File: config.mk
export PLATFORM = sky130hd
export DESIGN_NAME = md_seq_ctrl
export DESIGN_NICKNAME = d
export VERILOG_FILES = /design/src/rtl/md_seq_ctrl.sv
export SDC_FILE = /design/constraint.sdc
export NUM_CORES = 1
export LEC_CHECK = 0
export BUFFER_PORTS_ARGS = -buffer_cell sky130_fd_sc_hd__buf_2
export CORE_MARGIN = 1
export CORE_UTILIZATION = 53
export CTS_CLUSTER_DIAMETER = 200
export DETAILED_ROUTE_END_ITERATION = 6
export PLACE_DENSITY = 0.71
export SYNTH_ARGS = -nofsm -noshare
export SYNTH_HDL_FRONTEND = slang
export SYNTH_SLANG_ARGS = --single-unit
File: constraint.sdc
create_clock -name clk -period 6.1 [get_ports clk]
set_clock_uncertainty 0.1 [all_clocks]
set_input_delay 1.22 -clock clk [delete_from_list [all_inputs] [get_ports clk]]
set_output_delay 1.22 -clock clk [all_outputs]
set_load 0.05 [all_outputs]
File: src/rtl/md_seq_ctrl.sv
// Sequencing controller for the shared iterative multiply/divide unit: one
// MUL/DIV/REM request at a time, radix-2 loop, valid/ready result, flushable.
module md_seq_ctrl #(
    parameter int XLEN  = 32,
    parameter int CNT_W = 5
) (
    input  logic            clk,
    input  logic            reset,
    input  logic            req_valid,
    output logic            req_ready,
    input  logic [1:0]      req_op,
    input  logic            req_in_1_signed,
    input  logic            req_in_2_signed,
    input  logic [1:0]      req_out_sel,
    input  logic [XLEN-1:0] req_in_1,
    input  logic [XLEN-1:0] req_in_2,
    input  logic            kill,
    output logic            resp_valid,
    input  logic            resp_ready,
    output logic [XLEN-1:0] resp_result,
    output logic            busy
);

    typedef enum logic [1:0] {
        S_IDLE    = 2'd0,
        S_SETUP   = 2'd1,
        S_COMPUTE = 2'd2,
        S_DONE    = 2'd3
    } state_t;

    localparam logic [1:0] MD_OP_DIV  = 2'd1;
    localparam logic [1:0] MD_OP_REM  = 2'd2;
    localparam logic [1:0] MD_OUT_HI  = 2'd1;

    state_t              r_state;
    logic                r_req_ready;
    logic                r_resp_valid;
    logic [XLEN-1:0]     r_resp_result;
    logic                r_busy;
    logic [CNT_W-1:0]    r_cnt;

    logic [1:0]          r_op;
    logic                r_s1;
    logic                r_s2;
    logic [1:0]          r_out_sel;
    logic [XLEN-1:0]     r_in_1;
    logic [XLEN-1:0]     r_in_2;
    logic [XLEN-1:0]     r_a;        // multiplicand, or dividend bits still to shift in
    logic [XLEN-1:0]     r_b;        // multiplier bits still to consume, or divisor
    logic [2*XLEN-1:0]   r_acc;      // product, or {remainder, quotient}
    logic                r_neg_pq;   // product / quotient sign (same rule for MUL and DIV)
    logic                r_neg_r;
    logic                r_div_zero;

    logic                w_is_div;
    logic                w_is_rem;
    logic                w_is_mul;
    logic                w_is_hi;
    logic                w_neg1;
    logic                w_neg2;
    logic [XLEN-1:0]     w_mag1;
    logic [XLEN-1:0]     w_mag2;
    logic [XLEN:0]       w_add;
    logic [2*XLEN-1:0]   w_mul_acc;
    logic [XLEN:0]       w_rem_sh;
    logic                w_ge;
    logic [XLEN-1:0]     w_rem_diff;
    logic [XLEN-1:0]     w_rem_new;
    logic [2*XLEN-1:0]   w_div_acc;
    logic [2*XLEN-1:0]   w_acc_next;
    logic [2*XLEN-1:0]   w_prod;
    logic [XLEN-1:0]     w_quot;
    logic [XLEN-1:0]     w_rem;
    logic [XLEN-1:0]     w_result;

    assign w_is_div = (r_op == MD_OP_DIV);
    assign w_is_rem = (r_op == MD_OP_REM);
    assign w_is_mul = !w_is_div && !w_is_rem;
    // An illegal op (3) falls into MUL and always returns the low half.
    assign w_is_hi  = (r_op == 2'd0) && (r_out_sel == MD_OUT_HI);

    assign w_neg1 = r_s1 & r_in_1[XLEN-1];
    assign w_neg2 = r_s2 & r_in_2[XLEN-1];
    assign w_mag1 = w_neg1 ? -r_in_1 : r_in_1;
    assign w_mag2 = w_neg2 ? -r_in_2 : r_in_2;

    // Shift-add step: add into the upper half with carry, then shift right.
    assign w_add     = {1'b0, r_acc[2*XLEN-1:XLEN]} + (r_b[0] ? {1'b0, r_a} : '0);
    assign w_mul_acc = {w_add, r_acc[XLEN-1:1]};

    // Restoring step: the shifted remainder needs one extra bit before the compare.
    assign w_rem_sh   = {r_acc[2*XLEN-1:XLEN], r_a[XLEN-1]};
    assign w_ge       = (w_rem_sh >= {1'b0, r_b});
    assign w_rem_diff = w_rem_sh[XLEN-1:0] - r_b;
    assign w_rem_new  = w_ge ? w_rem_diff : w_rem_sh[XLEN-1:0];
    assign w_div_acc  = {w_rem_new, r_acc[XLEN-2:0], w_ge};

    assign w_acc_next = w_is_mul ? w_mul_acc : w_div_acc;
    assign w_prod     = r_neg_pq ? -w_acc_next : w_acc_next;
    assign w_quot     = w_acc_next[XLEN-1:0];
    assign w_rem      = w_acc_next[2*XLEN-1:XLEN];

    // The result is formed from the final iteration's output so it can be
    // registered on the same edge that enters DONE.
    always_comb begin
        w_result = w_prod[XLEN-1:0];
        if (w_is_div) begin
            w_result = r_div_zero ? '1 : (r_neg_pq ? -w_quot : w_quot);
        end else if (w_is_rem) begin
            w_result = r_div_zero ? r_in_1 : (r_neg_r ? -w_rem : w_rem);
        end else if (w_is_hi) begin
            w_result = w_prod[2*XLEN-1:XLEN];
        end
    end

    // NOTE: only control state is reset; the datapath registers are always
    // loaded in SETUP before they are read, so they carry no reset.
    always_ff @(posedge clk) begin
        if (reset) begin
            r_state       <= S_IDLE;
            r_req_ready   <= 1'b1;
            r_resp_valid  <= 1'b0;
            r_resp_result <= '0;
            r_busy        <= 1'b0;
            r_cnt         <= '0;
        end else if (kill && (r_state != S_IDLE)) begin
            r_state      <= S_IDLE;
            r_req_ready  <= 1'b1;
            r_resp_valid <= 1'b0;
            r_busy       <= 1'b0;
        end else begin
            case (r_state)
                S_IDLE: begin
                    if (req_valid && !kill) begin
                        r_op        <= req_op;
                        r_s1        <= req_in_1_signed;
                        r_s2        <= req_in_2_signed;
                        r_out_sel   <= req_out_sel;
                        r_in_1      <= req_in_1;
                        r_in_2      <= req_in_2;
                        r_state     <= S_SETUP;
                        r_req_ready <= 1'b0;
                        r_busy      <= 1'b1;
                    end
                end
                S_SETUP: begin
                    r_a        <= w_mag1;
                    r_b        <= w_mag2;
                    r_neg_pq   <= w_neg1 ^ w_neg2;
                    r_neg_r    <= w_neg1;
                    r_div_zero <= (r_in_2 == '0);
                    r_acc      <= '0;
                    r_cnt      <= CNT_W'(XLEN - 1);
                    r_state    <= S_COMPUTE;
                end
                S_COMPUTE: begin
                    r_acc <= w_acc_next;
                    if (w_is_mul) begin
                        r_b <= r_b >> 1;
                    end else begin
                        r_a <= r_a << 1;
                    end
                    if (r_cnt == '0) begin
                        r_state       <= S_DONE;
                        r_resp_valid  <= 1'b1;
                        r_resp_result <= w_result;
                    end else begin
                        r_cnt <= r_cnt - 1'b1;
                    end
                end
                S_DONE: begin
                    if (resp_ready) begin
                        r_state      <= S_IDLE;
                        r_resp_valid <= 1'b0;
                        r_req_ready  <= 1'b1;
                        r_busy       <= 1'b0;
                    end
                end
                default: begin
                    r_state      <= S_IDLE;
                    r_req_ready  <= 1'b1;
                    r_resp_valid <= 1'b0;
                    r_busy       <= 1'b0;
                end
            endcase
        end
    end

    assign req_ready   = r_req_ready;
    assign resp_valid  = r_resp_valid;
    assign resp_result = r_resp_result;
    assign busy        = r_busy;

endmodule

# --- Word-level counts from Yosys, hierarchy flattened ---
# Index checks and enable logic that the tools add are counted.
classes:
  addsub: 8
  multipliers: 0
  div_mod_pow: 0
  order_cmp: 1
  eq_ne: 12
  shift: 0
  n_mux: 32
  bitwise: 5
  n_reduce_logical: 26
op_table:
  columns: ["op", "n"]
  rows:
  - ["two-way mux 32 bit", 13]
  - ["two-way mux 64 bit", 2]
  - ["negation 32 bit", 4]
  - ["one-hot mux 32 bit (2 select lines)", 2]
  - ["one-hot mux 64 bit (2 select lines)", 1]
  - ["negation 64 bit", 1]
  - ["adder 32 x 32 -> 33 bit", 1]
  - [">= comparator 33 x 32 -> 1 bit", 1]
  - ["zero test 32 bit", 1]
  - ["subtractor 32 bit", 1]
  - ["AND reduction 3 bit", 7]
  - ["!= test 2 bit, second input constant", 6]
  - ["AND reduction 4 bit", 3]
  - ["one-hot mux 5 bit (2 select lines)", 1]
  - ["one-hot mux 2 bit (4 select lines)", 1]
  - ["nonzero test 2 bit", 4]
  - ["== test 2 x 1 -> 1 bit, second input constant", 3]
  - ["== test 2 bit, second input constant", 3]
  - ["two-way mux 2 bit", 3]
  - ["one-hot mux 1 bit (2 select lines)", 3]
  - ["zero test 5 bit", 1]
  - ["two-way mux 1 bit", 5]
  - ["two-way mux 5 bit", 1]
  - ["subtractor 5 x 1 -> 5 bit, second input constant", 1]
  - ["7 further kinds", 15]
totals:
  reg_bits: 243
  latchBits: 0
  mem_bits_rw: 0
  rom_bits: 0
  memories: 0

# --- Longest topological paths before layout ---
depth:
  depth_word: 9
  ltp_mapped: 25

# --- Least setup slack after synthesis ---
# OpenSTA, ideal clock, no wires.
synth_path:
  kind: "reg-to-reg"
  from: "register r_acc[39]"
  to: "register r_resp_result[26] (netlist: resp_result[26])"
  arrival_time_ps: 5285
  path_slack_ps: 623
  path_stages_with_launch: 25
  path_buffers: 4
  path_cell_list: "edfxtp_1 -> ha_1 -> buf_2 -> a21o_1 -> a31o_1 -> a21o_1 -> o311a_4 -> buf_6 -> nor2_2 -> buf_6 -> clkbuf_1 -> nand2_1 -> o21ai_0 -> ha_1 -> o211ai_1 -> or4_1 -> or2_2 -> nor2_1 -> nand2_1 -> nor3_1 -> nand3_2 -> o21ai_0 -> xor2_1 -> a221oi_1 -> nor4_1"
synth_via:
  elab_chain_len: 8
  word_cells_on_any_way: 16
  cone_classes: "add/sub (5); order compare (1); mux (10)"
synth_lines:
  columns: ["element", "line_no", "rtl"]
  rows:
  - ["start: declaration", "50", "logic [2*XLEN-1:0] r_acc;"]
  - ["start signal: assignment", "157", "r_acc <= w_acc_next;"]
  - ["subtractor 32 bit or >= comparator 33 x 32 -> 1 bit (tied branches)", "94, 93", null]
  - ["two-way mux 32 bit", "95", "assign w_rem_new = w_ge ? w_rem_diff : w_rem_sh[XLEN-1:0];"]
  - ["two-way mux 64 bit (*)", "98", "assign w_acc_next = w_is_mul ? w_mul_acc : w_div_acc;"]
  - ["negation 64 bit or negation 32 bit (tied branches)", "99, 110", null]
  - ["two-way mux 64 bit or two-way mux 32 bit (tied branches)", "99, 110", null]
  - ["two-way mux 32 bit, on equally long branches", "111, 110", null]
  - ["two-way mux 32 bit", "109", "end else if (w_is_rem) begin"]
  - ["two-way mux 32 bit (*)", "107", "if (w_is_div) begin"]
  - ["end signal: assignment", "166", "r_resp_result <= w_result;"]
  - ["end: declaration", "38", "logic [XLEN-1:0] r_resp_result;"]
# Every way passes the cells marked *; elsewhere a longest branch is shown, timed or not.
# A chain may end at the register's enable or synchronous reset.

# --- Final worst setup path ---
layout_path:
  from: "register r_acc[37]"
  to: "register r_resp_result[12] (netlist: resp_result[12])"
# Same word-level chain as after synthesis.

==> results by group <==
GRT
  • Overflow after GRT: 0
  • First-pass GRT wire length: about 100 mm
  • Initial antenna violation count: 1
  • Vias in the first global route: between 15,000 and 20,000
  • Largest net degree at the start of global routing: 80
  • GRT Resource Usage Total: between 30% and 40%

Timing
  • Slew margin rel.: 29.0%
  • Final Setup Violations: 0
  • Fin crit share: around 95%
  • RSZ-0062 raised after global routing: no
  • Actual slew at the worst max-slew pin: about 1100 ps
  • Final hold vios: 0
  • Max Slew Vio Count: 0
  • Fmax: 173 MHz
  • Minimum clock period: approximately 5800 ps
  • Setup TNS: 0 ps

Power
  • Cell Int Power: ~4.8 mW
  • Sequential share of power: 28.0%
  • Pwr/cell area: roughly 420 nW/um2
  • Logic pwr share: between 50% and 60%
  • Clock group share of total power: between 10% and 20%
  • Worst VDD drop: between 300 and 400 uV
  • Switching portion of total power: a little under half
  • Leak: between 7 and 8 nW
  • Net Sw Power: about 4.0 mW

Floorplanning
  • Core Area: about 35,000 um2
  • Initial Utilization: between 50% and 60%
  • IO Pins: 110
  • Die Span Y: 190 um
  • Site row count: 68
  • Die footprint: ~36,000 um2
  • Die width: between 150 and 200 um

Drt
  • Post-DRT Antenna Nets: 0
  • Vias per std cell: roughly 6.6
  • # DRC: 0
  • TritonRoute pass-1 iters: 6
  • Via count: approximately 18,000
  • 1st-iter DRT viols: approximately 2,300
  • Wire per inst: around 25 um
  • Post-Route WL: approximately 67 mm

Synth
  • Simple-gate portion of the synthesized area: 20.5%
  • Ys Warns: 0
  • Avg Cell Area, Syn: around 8.7 um2
  • Async SR Flop Fraction: 0%
  • Synth Instances: about 2,200
  • Synth Area in XOR/XNOR: about 7.5%
  • Register area share after synthesis: 36.6%
  • Multiplexer share of the synthesized area: about 3.0%
  • Post-synth net total: 2,316
  • Synth unique cells: slightly above 100
  • Post-Syn Area: 18,800 um2
  • Top FF cell, synth: edfxtp_1
  • Synth Area in Compound Gates: 23.0%
  • Main combinational cell family by area after synthesis: compound AO/OA/AOI/OAI gates
  • #FFs+latches synth: 243
  • EDFF count, synth: 201
  • Adder-cell share of the synthesized area: between 5 and 6%

Clock tree
  • Clock buffer depth: 3
  • Clk_lat worst skew: about 580 ps
  • TritonCTS Buffers: 29
  • Post-CTS setup buffers: 0
  • Root buffer cell: clkbuf_16
  • Total clock sinks: 243
  • Clock transition at the registers of the reported paths: ~60 ps
  • CTS tree: done
  • H-tree Lvls: 1

Critical path
  • Crit path DAT: slightly above 6000 ps
  • Critical path fanouts, max: 7
  • Setup crit end kind: register
  • Data required, critical path: between 6000 and 7000 ps
  • WS Path Type: register to register
  • Worst r2r path cells: 18
  • CP Launch Type: register

Final layout
  • Ant diodes: 0
  • Most common cell after layout, fill and taps aside: nand2_1
  • Layout cells sized above 1: ~11%
  • Layout Utilization: between 50% and 60%
  • Most frequent cells in the layout: nand2_1 (224), o21ai_0 (204), edfxtp_1 (201)
  • Area Overhead vs Synth: 10.8%
  • NumNets Final: 2,390

Min path
  • HP Class: register to register
  • Hold path depth: 1

Flow run
  • Max-Cap Viols: 0

Place
  • RD Place Congestion: 1.01
  • DP HPWL: approximately 52 mm
  • Number of port buffers: 109

Run status
  • Outcome: finished, final reports clean
==> kinds of logic after synthesis <==
group,after synthesis
AOI/OAI and AO/OA,655
xor gates and xnor gates,161
adders and majority gates,80
buffers and inverters,192
DFF,243
muxes,55
and+or+nand+nor,775
==> synth_stat cells (all sizes together), types with 6 or more instances <==
cell	instances	area share, %
nand2	224	4.5
o21ai	211	5.6
edfxtp	201	32
nor2	180	3.6
a21oi	139	3.7
clkbuf	90	1.8
xor2	81	3.8
xnor2	80	3.7
ha	78	5.2
nor3	77	2.1
inv	75	1.5
and2	66	2.2
mux2i	50	2.7
dfxtp	42	4.5
nand3	42	1.1
a21o	34	1.4
o31ai	30	1.2
nand2b	29	1.0
o211ai	28	1.2
or3	28	0.93
buf	26	0.74
a211oi	24	0.96
nor4	24	0.80
a31oi	23	0.77
nand4	22	0.81
a221oi	20	1.0
and3	17	0.57
o21a	17	0.68
o21bai	15	0.60
nor2b	14	0.47
o221ai	12	0.56
or2	11	0.37
or4	11	0.44
o41ai	9	0.42
a21boi	8	0.32
a22o	7	0.33
a22oi	7	0.28
o2111ai	6	0.37
==> power groups by stage <==
stage,registers [mW],clock network [mW],logic [mW]
after global placement,2.46,0,4.42
final,2.46,1.74,4.57
after detailed placement,2.48,0,4.45
after CTS,2.45,1.76,4.47
after global routing,2.48,1.82,4.90
after floorplan,2.48,0,2.99
==> routing by layer <==
metal / wire (um) / vias up / part of all wire (%) / GRT usage [%]
li1: - / 8165 / - / -
met4: 1930 / 0 / 2.9 / 10.7
met1: 30200 / 8610 / 45 / 54.2
met3: 6510 / 134 / 9.7 / 6.92
met2: 28600 / 891 / 43 / 54.9
met5: 0 / - / 0 / 0
==> critical path: stages, from the launching register on <==
cell	delay [ps]
edfxtp_1	430
ha_1	390
a21o_1	260
a31o_1	260
a21o_1	260
o311a_4	390
nor2_2	250
nand2_1	130
o21ai_0	160
ha_1	250
o211ai_1	180
or4_1	590
or2_2	370
or2_2	380
o41ai_1	430
xor2_1	300
a211oi_1	120
a21oi_1	250
a21oi_1	120
==> flip-flops by register name, summed over array words and instances (netlist names) <==
name         flops
resp_valid       1
r_in_2          32
r_state          2
r_in_1          32
busy             1
req_ready        1
r_a             32
r_s2             1
r_acc           64
resp_result     32
r_s1             1
r_out_sel        2
r_b             32
r_neg_r          1
r_neg_pq         1
r_cnt            5
r_op             2
r_div_zero       1
==> cell type report <==
class,instances,area [um2]
inverters,76,285
multi-input cells,1726,11200
fillers,3137,13900
clock inverters,5,32.5
clock buffers,49,916
repair buffers,159,933
flip-flops and latches,243,6880
well taps,455,569
==> worst paths after layout <==
path | startpoint | slack [ps] | end
max | r_acc[37]$_SDFFCE_PN0P_ | 310 | resp_result[12]$_SDFFE_PP0P_
max reg2reg | r_acc[37]$_SDFFCE_PN0P_ | 310 | resp_result[12]$_SDFFE_PP0P_
min | resp_result[20]$_SDFFE_PP0P_ | 340 | resp_result[20]$_SDFFE_PP0P_
min reg2reg | resp_result[20]$_SDFFE_PP0P_ | 340 | resp_result[20]$_SDFFE_PP0P_
==> through the flow <==
step                power (mW)  hold WS (ps)  setup slack [ps]  area, um2  cells
floorplan                 5.47           371               623      18800   2161
global placement          6.88           332               591      19900   2659
detailed placement        6.93           334               414      19900   2659
CTS                       8.68           346               379      20800   2713
global route              9.20           369              41.4      20800   2713
finish                    8.77           342               314      20800   2713
==> repair_timing <==
action                     in CTS  in global routing
hold buffers                    0                  0
gates resized for setup         0                  2
setup endpoints to repair       0                  3
No activity file was read; power rests on OpenSTA's default activity.
